### config.mk
export PLATFORM = sky130hd
export DESIGN_NAME = mem_stage_lsu
export DESIGN_NICKNAME = d
export VERILOG_FILES = /design/src/rtl/mem_stage_lsu.sv
export SDC_FILE = /design/constraint.sdc
export NUM_CORES = 1
export LEC_CHECK = 0
export BUFFER_PORTS_ARGS = -buffer_cell sky130_fd_sc_hd__buf_2
export CAP_MARGIN = 20
export CORE_MARGIN = 1
export CORE_UTILIZATION = 30
export DETAILED_ROUTE_END_ITERATION = 8
export PLACE_DENSITY = 0.63
export SLEW_MARGIN = 20
export SYNTH_ARGS = -nofsm -noshare
export SYNTH_HDL_FRONTEND = slang
export SYNTH_SLANG_ARGS = --single-unit
### constraint.sdc
create_clock -name clk -period 2 [get_ports clk]
set_input_delay 0.5 -clock clk [delete_from_list [all_inputs] [get_ports clk]]
set_output_delay 0.5 -clock clk [all_outputs]
set_load 0.02 [all_outputs]
### src/rtl/mem_stage_lsu.sv
// Memory-stage load/store unit: drives a req/ack data bus, stalls upstream while busy, registers writeback.
// Optional MEM_TIMEOUT_EN: aborts a transaction after 255 unacknowledged wait cycles and raises timeoutW_o.
module mem_stage_lsu #(
  parameter int DATA_WIDTH             = 32,
  parameter int REGISTER_ADDRESS_WIDTH = 5
) (
  input  logic                              clk,
  input  logic                              rst,
  input  logic                              validM_i,
  input  logic [DATA_WIDTH-1:0]             ALUResultM_i,
  input  logic [DATA_WIDTH-1:0]             RD2M_i,
  input  logic                              ResultSrcM_i,
  input  logic                              MemWriteM_i,
  input  logic                              regWriteM_i,
  input  logic [REGISTER_ADDRESS_WIDTH-1:0] AD3M_i,
  output logic                              stallM_o,
  output logic                              mem_req_o,
  output logic                              mem_we_o,
  output logic [DATA_WIDTH-1:0]             mem_addr_o,
  output logic [DATA_WIDTH-1:0]             mem_wdata_o,
  input  logic [DATA_WIDTH-1:0]             mem_rdata_i,
  input  logic                              mem_ack_i,
  output logic [DATA_WIDTH-1:0]             ResultW_o,
  output logic                              regWriteW_o,
  output logic [REGISTER_ADDRESS_WIDTH-1:0] AD3W_o,
`ifdef MEM_TIMEOUT_EN
  output logic                              timeoutW_o,
`endif
  output logic                              misalignW_o
);

  typedef enum logic {IDLE, BUSY} state_t;

  state_t                              r_state, w_next;
  logic                                r_req, r_we, r_rw, r_misal;
  logic [DATA_WIDTH-1:0]               r_addr, r_wdata, r_result;
  logic [REGISTER_ADDRESS_WIDTH-1:0]   r_ad3;
  logic                                w_memop, w_aligned, w_issue, w_abort;

  assign w_memop   = validM_i & (ResultSrcM_i | MemWriteM_i);
  assign w_aligned = (ALUResultM_i[1:0] == 2'b00);
  assign w_issue   = w_memop & w_aligned;

`ifdef MEM_TIMEOUT_EN
  logic [7:0] r_cnt;
  logic       r_timeout;
  assign w_abort    = (r_state == BUSY) & ~mem_ack_i & (r_cnt == 8'hFF);
  assign timeoutW_o = r_timeout;

  always_ff @(posedge clk) begin
    if (rst) begin
      r_cnt     <= '0;
      r_timeout <= 1'b0;
    end else begin
      if (r_state == IDLE) r_cnt <= '0;
      else if (!mem_ack_i) r_cnt <= r_cnt + 8'd1;
      if (w_abort) r_timeout <= 1'b1;
    end
  end
`else
  assign w_abort = 1'b0;
`endif

  always_ff @(posedge clk) begin
    if (rst) r_state <= IDLE;
    else     r_state <= w_next;
  end

  always_comb begin
    w_next = r_state;
    case (r_state)
      IDLE:    if (w_issue) w_next = BUSY;
      BUSY:    if (mem_ack_i || w_abort) w_next = IDLE;
      default: w_next = IDLE;
    endcase
  end

  always_comb begin
    stallM_o = 1'b0;
    case (r_state)
      IDLE:    stallM_o = w_issue;
      BUSY:    stallM_o = ~mem_ack_i & ~w_abort;
      default: stallM_o = 1'b0;
    endcase
  end

  // Bus and writeback registers; every stalled cycle retires a bubble so a load writes exactly once.
  always_ff @(posedge clk) begin
    if (rst) begin
      r_req <= 1'b0; r_we <= 1'b0; r_addr <= '0; r_wdata <= '0;
      r_result <= '0; r_rw <= 1'b0; r_ad3 <= '0; r_misal <= 1'b0;
    end else begin
      case (r_state)
        IDLE: begin
          if (!w_memop) begin
            r_result <= ALUResultM_i;
            r_rw     <= validM_i & regWriteM_i;
            r_ad3    <= AD3M_i;
          end else if (w_aligned) begin
            r_req   <= 1'b1;
            r_we    <= MemWriteM_i;
            r_addr  <= {ALUResultM_i[DATA_WIDTH-1:2], 2'b00};
            r_wdata <= RD2M_i;
            r_rw    <= 1'b0;
          end else begin
            r_misal <= 1'b1;
            r_rw    <= 1'b0;
          end
        end
        BUSY: begin
          if (mem_ack_i) begin
            r_req    <= 1'b0;
            r_result <= ResultSrcM_i ? mem_rdata_i : ALUResultM_i;
            r_rw     <= regWriteM_i;
            r_ad3    <= AD3M_i;
          end else if (w_abort) begin
            r_req <= 1'b0;
            r_rw  <= 1'b0;
          end else begin
            r_rw <= 1'b0;
          end
        end
        default: r_rw <= 1'b0;
      endcase
    end
  end

  assign mem_req_o   = r_req;
  assign mem_we_o    = r_we;
  assign mem_addr_o  = r_addr;
  assign mem_wdata_o = r_wdata;
  assign ResultW_o   = r_result;
  assign regWriteW_o = r_rw;
  assign AD3W_o      = r_ad3;
  assign misalignW_o = r_misal;

endmodule

---- Yosys cells after proc, flatten, opt, wreduce, memory -nomap -nowiden ----
Index checks and enable logic that the tools add are counted.
storage, ports and cells
  register bits ........................... 104
  bits in read-only memories .............. 0
  memories ................................ 0
  output and inout bits ................... 106
  RAM bits ................................ 0
  latch bits .............................. 0
cells by class
  muxes and demuxes ....................... 18
  $mul .................................... 0
  reduce and logical (&&, ||, !) cells .... 5
  shift-type cells ........................ 0
  $lt $le $gt $ge ......................... 0
  divide/modulo/power cells ............... 0
  $add $sub $neg .......................... 0
  equal/unequal tests ..................... 4
  bitwise logic cells ..................... 7
operators with widths
  kind                                           count
  32-bit 2-to-1 mux                              3
  32-bit case mux with 2 select lines            1
  5-bit 2-to-1 mux                               2
  5-bit case mux with 2 select lines             1
  3-bit AND reduction                            3
  2-bit inequality test (second input constant)  4
  1-bit case mux with 2 select lines             4
  1-bit 2-to-1 mux                               7
  1-bit bitwise AND                              3
  1-bit inverter                                 3
  2-bit zero test                                1
  2-bit AND reduction                            1
  1-bit bitwise OR                               1

---- Depth between registers and ports, before layout ----
  depth in word-level cells ............... 5
  gate-level depth with buffers ........... 6
  depth with buffers taken out ............ 3

---- Worst setup path before layout ----
No wires, ideal clock.
  path type ............................... in2out
  from .................................... input port MemWriteM_i
  to ...................................... output port stallM_o
  arrival time ............................ 1.331 ns
  data required time ...................... 1.500 ns
  cell stages on the path ................. 5
  slack ................................... 0.169 ns
  path buffers ............................ 2
  cells stage by stage .................... or2_1 buf_6 buf_2 a31oi_1 inv_1
on the way
  cells in the longest elaborated chain, start to end .. 4
ends and longest elaborated chain
  item                                line  text
  from (decl)                         13    input logic MemWriteM_i,
  1-bit bitwise OR                    40    assign w_memop = validM_i & (ResultSrcM_i | MemWriteM_i);
  1-bit bitwise AND                   40
  1-bit bitwise AND                   42    assign w_issue = w_memop & w_aligned;
  1-bit case mux with 2 select lines  80    case (r_state)
  to (decl)                           16    output logic stallM_o,
Every way passes these cells.

---- Worst setup path after layout ----
Same ends and word-level chain as after synthesis.

==> impl_metrics.tcl <==
set metrics [dict create \
    fin_worst_hold_slack_ps 393 \
    cts_inserted_buffers 9 \
    crit_fanout 3 \
    initial_utilization_pct 30.9 \
    drv_cap 0 \
    min_path_type "input pin to flip-flop" \
    cts-root-to-sink-buffers 2 \
    grt_max_degree 98 \
    worstReg2RegStart "r_state" \
    cts_tree "built" \
    ff2ff_path_depth 4 \
    wl_met1_mm 7.46 \
    cp.arrival_ps 1370 \
    area.growth.synth_to_final_pct 27.3 \
    design.die.area_sq_mm 0.0178 \
    root_buffer "sky130_fd_sc_hd__clkbuf_16" \
    post_synthesis_sequential_area_ratio_pct 40.1 \
    dr.max_layer_used "met5" \
    timing.slew.headroom_pct 62.7 \
    rsz_0062_raised_after_global_routing "false" \
    post_route_minimum_period_ps 1870 \
    minimum_setup_slack_in_the_final_design_ps 131 \
    post-place-ws_ps 114 \
    fillerInstances 1747 \
    holdBufCountCts 0 \
    core.rowCount 47 \
    synth.avg_cell_area_sq_um 9.02 \
    worstHoldPathCells 3 \
    syn_area_sq_mm 0.00519 \
    ir_worst_vdd_mv 0.447 \
    worst_slew_pin_slew_ps 560 \
    setup_failing_eps_final 0 \
    critPathLaunch "MemWriteM_i" \
    tritoncts_num_sinks 104 \
    number_of_levels_the_h_tree_was_split_into 3 \
    critPathKind "input pin to primary output" \
    drtPass1Iterations 4 \
    insertion_delay_ps 350 \
    post_cts_gate_resize_count 0 \
    finalMaxSlewViolations 0 \
    worst_setup_hold_path_clk_slew_ps 70 \
    fin_crit_sh_pct 93.5 \
    vias 5234 \
    place.gp.congestion 0.787 \
    power.share.clock_pct 36.1 \
    detailed_place_hpwl_mm 10.9 \
    die_width_um 133 \
    syn-instance-count 575 \
    num_io_pins 214 \
    hold_viol 0 \
    net_switching_component_of_the_power_mw 1.46 \
    core_area_sq_mm 0.0168 \
    worstSetupEndpoint "stallM_o" \
    dieHeight_um 133 \
    worst_setup_path_end_kind "primary output" \
    maxClockFrequency_mhz 535 \
    starting_drc_count_in_detailed_routing 336 \
    synth_warnings 0 \
    yosys_register_bits 104 \
    first_pass_grt_wire_length_mm 27.2 \
    fin_worst_skew_ps 7.11 \
    route.met2.wl_mm 8.05 \
    antenna_left 0 \
    critPathRequiredTime_ps 1500 \
    totalWireLength_mm 17.1 \
    sw_frac_of_total_pct 29.6 \
    final_layout_size_suffix_gt1_share_pct 37.0 \
    power_dens_cells_mw_per_mm2 749 \
    met3RoutedLength_mm 1.30 \
    count_of_different_cell_masters_after_synthesis 30 \
    global_route.overflow_total 0 \
    place.port_buffers 211 \
    pwr-share-seq_pct 45.2 \
    drt_drc_violations_left 0 \
    grt_antenna_before_repair 3 \
    p_leak_nw 2.84 \
    avgRoutedWirePerCell_um 17.9 \
    antenna-diode-count 0 \
    grt_usage_pct 19.2 \
    finalNetCount 840 \
    critical_path_start_type "input pin" \
    drt-vias-per-instance 5.47 \
    status "finished, final reports clean" \
    intPower_mw 3.48 \
    rrSetupSlack_ps 450 \
    combPwrFrac_pct 18.7 \
    timing.setup.tns_ps 0 \
    worstReg2RegEnd "ResultW_o[2]" \
    post_cts_setup_buffer_count 0 \
    grt_pass1_vias 5061 \
]
area by class of cell:
class | count | area, sq um | share of cell area, %
Multi-Input combinational cell | 354 | 2530 | 38.3
Clock inverter | 5 | 58.8 | 0.891
Tap cell | 220 | 275 | 4.17
Timing Repair Buffer | 229 | 1290 | 19.6
Inverter | 34 | 128 | 1.93
Clock buffer | 10 | 229 | 3.47
Sequential cell | 104 | 2090 | 31.6
layout by cell type, fill, tap and decap left out, drive strengths merged, types with 2 or more instances in the layout:
cell type,n
o31ai,63
a211oi,32
nand2,3
clkbuf,10
nand4,62
nand2b,12
mux2i,5
or2,2
nor2,4
a21oi,66
nand3,2
clkinvlp,2
inv,34
and3,32
buf,229
a31oi,2
clkinv,2
conb,2
dfxtp,104
a2111oi,32
a21boi,32
power groups by stage:
stage,clock network [mW],registers (mW),logic [mW]
global placement,0,2.28,0.926
detailed placement,0,2.28,0.930
global route,1.92,2.25,1.00
floorplan,0,2.40,0.459
finish,1.78,2.23,0.925
CTS,1.85,2.24,0.932
worst min path at each step:
stage | from | end
floorplan | ResultW_o[0] | ResultW_o[0]
global placement | ResultW_o[27] | ResultW_o[27]
detailed placement | ResultW_o[25] | ResultW_o[25]
CTS | regWriteM_i | regWriteW_o
global route | RD2M_i[19] | mem_wdata_o[19]
finish | regWriteM_i | regWriteW_o
worst max-delay path, cell delays in order:
cell and delay [ps]:
sky130_fd_sc_hd__buf_2 140, sky130_fd_sc_hd__or2_4 270, sky130_fd_sc_hd__a31oi_1 220, sky130_fd_sc_hd__inv_1 80, sky130_fd_sc_hd__buf_2 160
Yosys cell counts:
library cell | count | area [sq um]
sky130_fd_sc_hd__dfxtp_1 | 104 | 2080
sky130_fd_sc_hd__a21oi_1 | 65 | 325
sky130_fd_sc_hd__o31ai_1 | 63 | 473
sky130_fd_sc_hd__nand4_1 | 62 | 388
sky130_fd_sc_hd__inv_1 | 34 | 128
sky130_fd_sc_hd__a21boi_0 | 32 | 240
sky130_fd_sc_hd__and3_1 | 32 | 200
sky130_fd_sc_hd__buf_2 | 32 | 160
sky130_fd_sc_hd__a211oi_1 | 31 | 233
sky130_fd_sc_hd__clkbuf_1 | 29 | 109
sky130_fd_sc_hd__a2111oi_2 | 18 | 270
sky130_fd_sc_hd__a2111oi_0 | 14 | 123
sky130_fd_sc_hd__buf_6 | 12 | 135
sky130_fd_sc_hd__nand2b_1 | 12 | 75.1
sky130_fd_sc_hd__buf_4 | 8 | 60.1
sky130_fd_sc_hd__mux2i_1 | 5 | 50.1
sky130_fd_sc_hd__nor2_1 | 4 | 15.0
sky130_fd_sc_hd__nand2_1 | 3 | 11.3
sky130_fd_sc_hd__a31oi_1 | 2 | 12.5
sky130_fd_sc_hd__buf_1 | 2 | 7.51
sky130_fd_sc_hd__nand3_1 | 2 | 10.0
sky130_fd_sc_hd__a211oi_2 | 1 | 12.5
sky130_fd_sc_hd__a21oi_4 | 1 | 16.3
sky130_fd_sc_hd__and2b_4 | 1 | 10.0
sky130_fd_sc_hd__clkbuf_2 | 1 | 5.00
sky130_fd_sc_hd__conb_1 | 1 | 3.75
sky130_fd_sc_hd__nor2b_1 | 1 | 6.26
sky130_fd_sc_hd__o22ai_2 | 1 | 12.5
sky130_fd_sc_hd__or2_1 | 1 | 6.26
sky130_fd_sc_hd__or2_2 | 1 | 6.26
state kept, by name, indices dropped and copies added (netlist names):
signal,flops
AD3W_o,5
ResultW_o,32
mem_addr_o,30
mem_req_o,1
mem_wdata_o,32
mem_we_o,1
misalignW_o,1
r_state,1
regWriteW_o,1
kinds of logic (layout without fill, tap and decap cells):
| kind of cell | Yosys count | in the layout | synth area share (%) |
|---|---|---|---|
| buf+inv | 118 | 278 | 11.7 |
| other cells | 1 | 2 | 0.0723 |
| simple gates | 119 | 119 | 14.0 |
| flops | 104 | 104 | 40.1 |
| compound gates | 228 | 228 | 33.1 |
| mux | 5 | 5 | 0.965 |
through the flow:
step                      area [sq um]  power [mW]  cells  utilization (%)
after floorplan                   5190        2.86    576                -
after global placement            6310        3.21    941             37.7
after detailed placement          6310        3.21    941             37.7
after CTS                         6600        5.02    956             39.4
after global routing              6600        5.17    956             39.4
final                             6600        4.94    956             39.4
metal layers:
metal,vias to the layer above,GRT usage (%)
li1,2493,-
met1,2523,24.6
met2,189,30.9
met3,23,5.94
met4,6,6.00
met5,-,0
(Power assumes the default switching activity.)
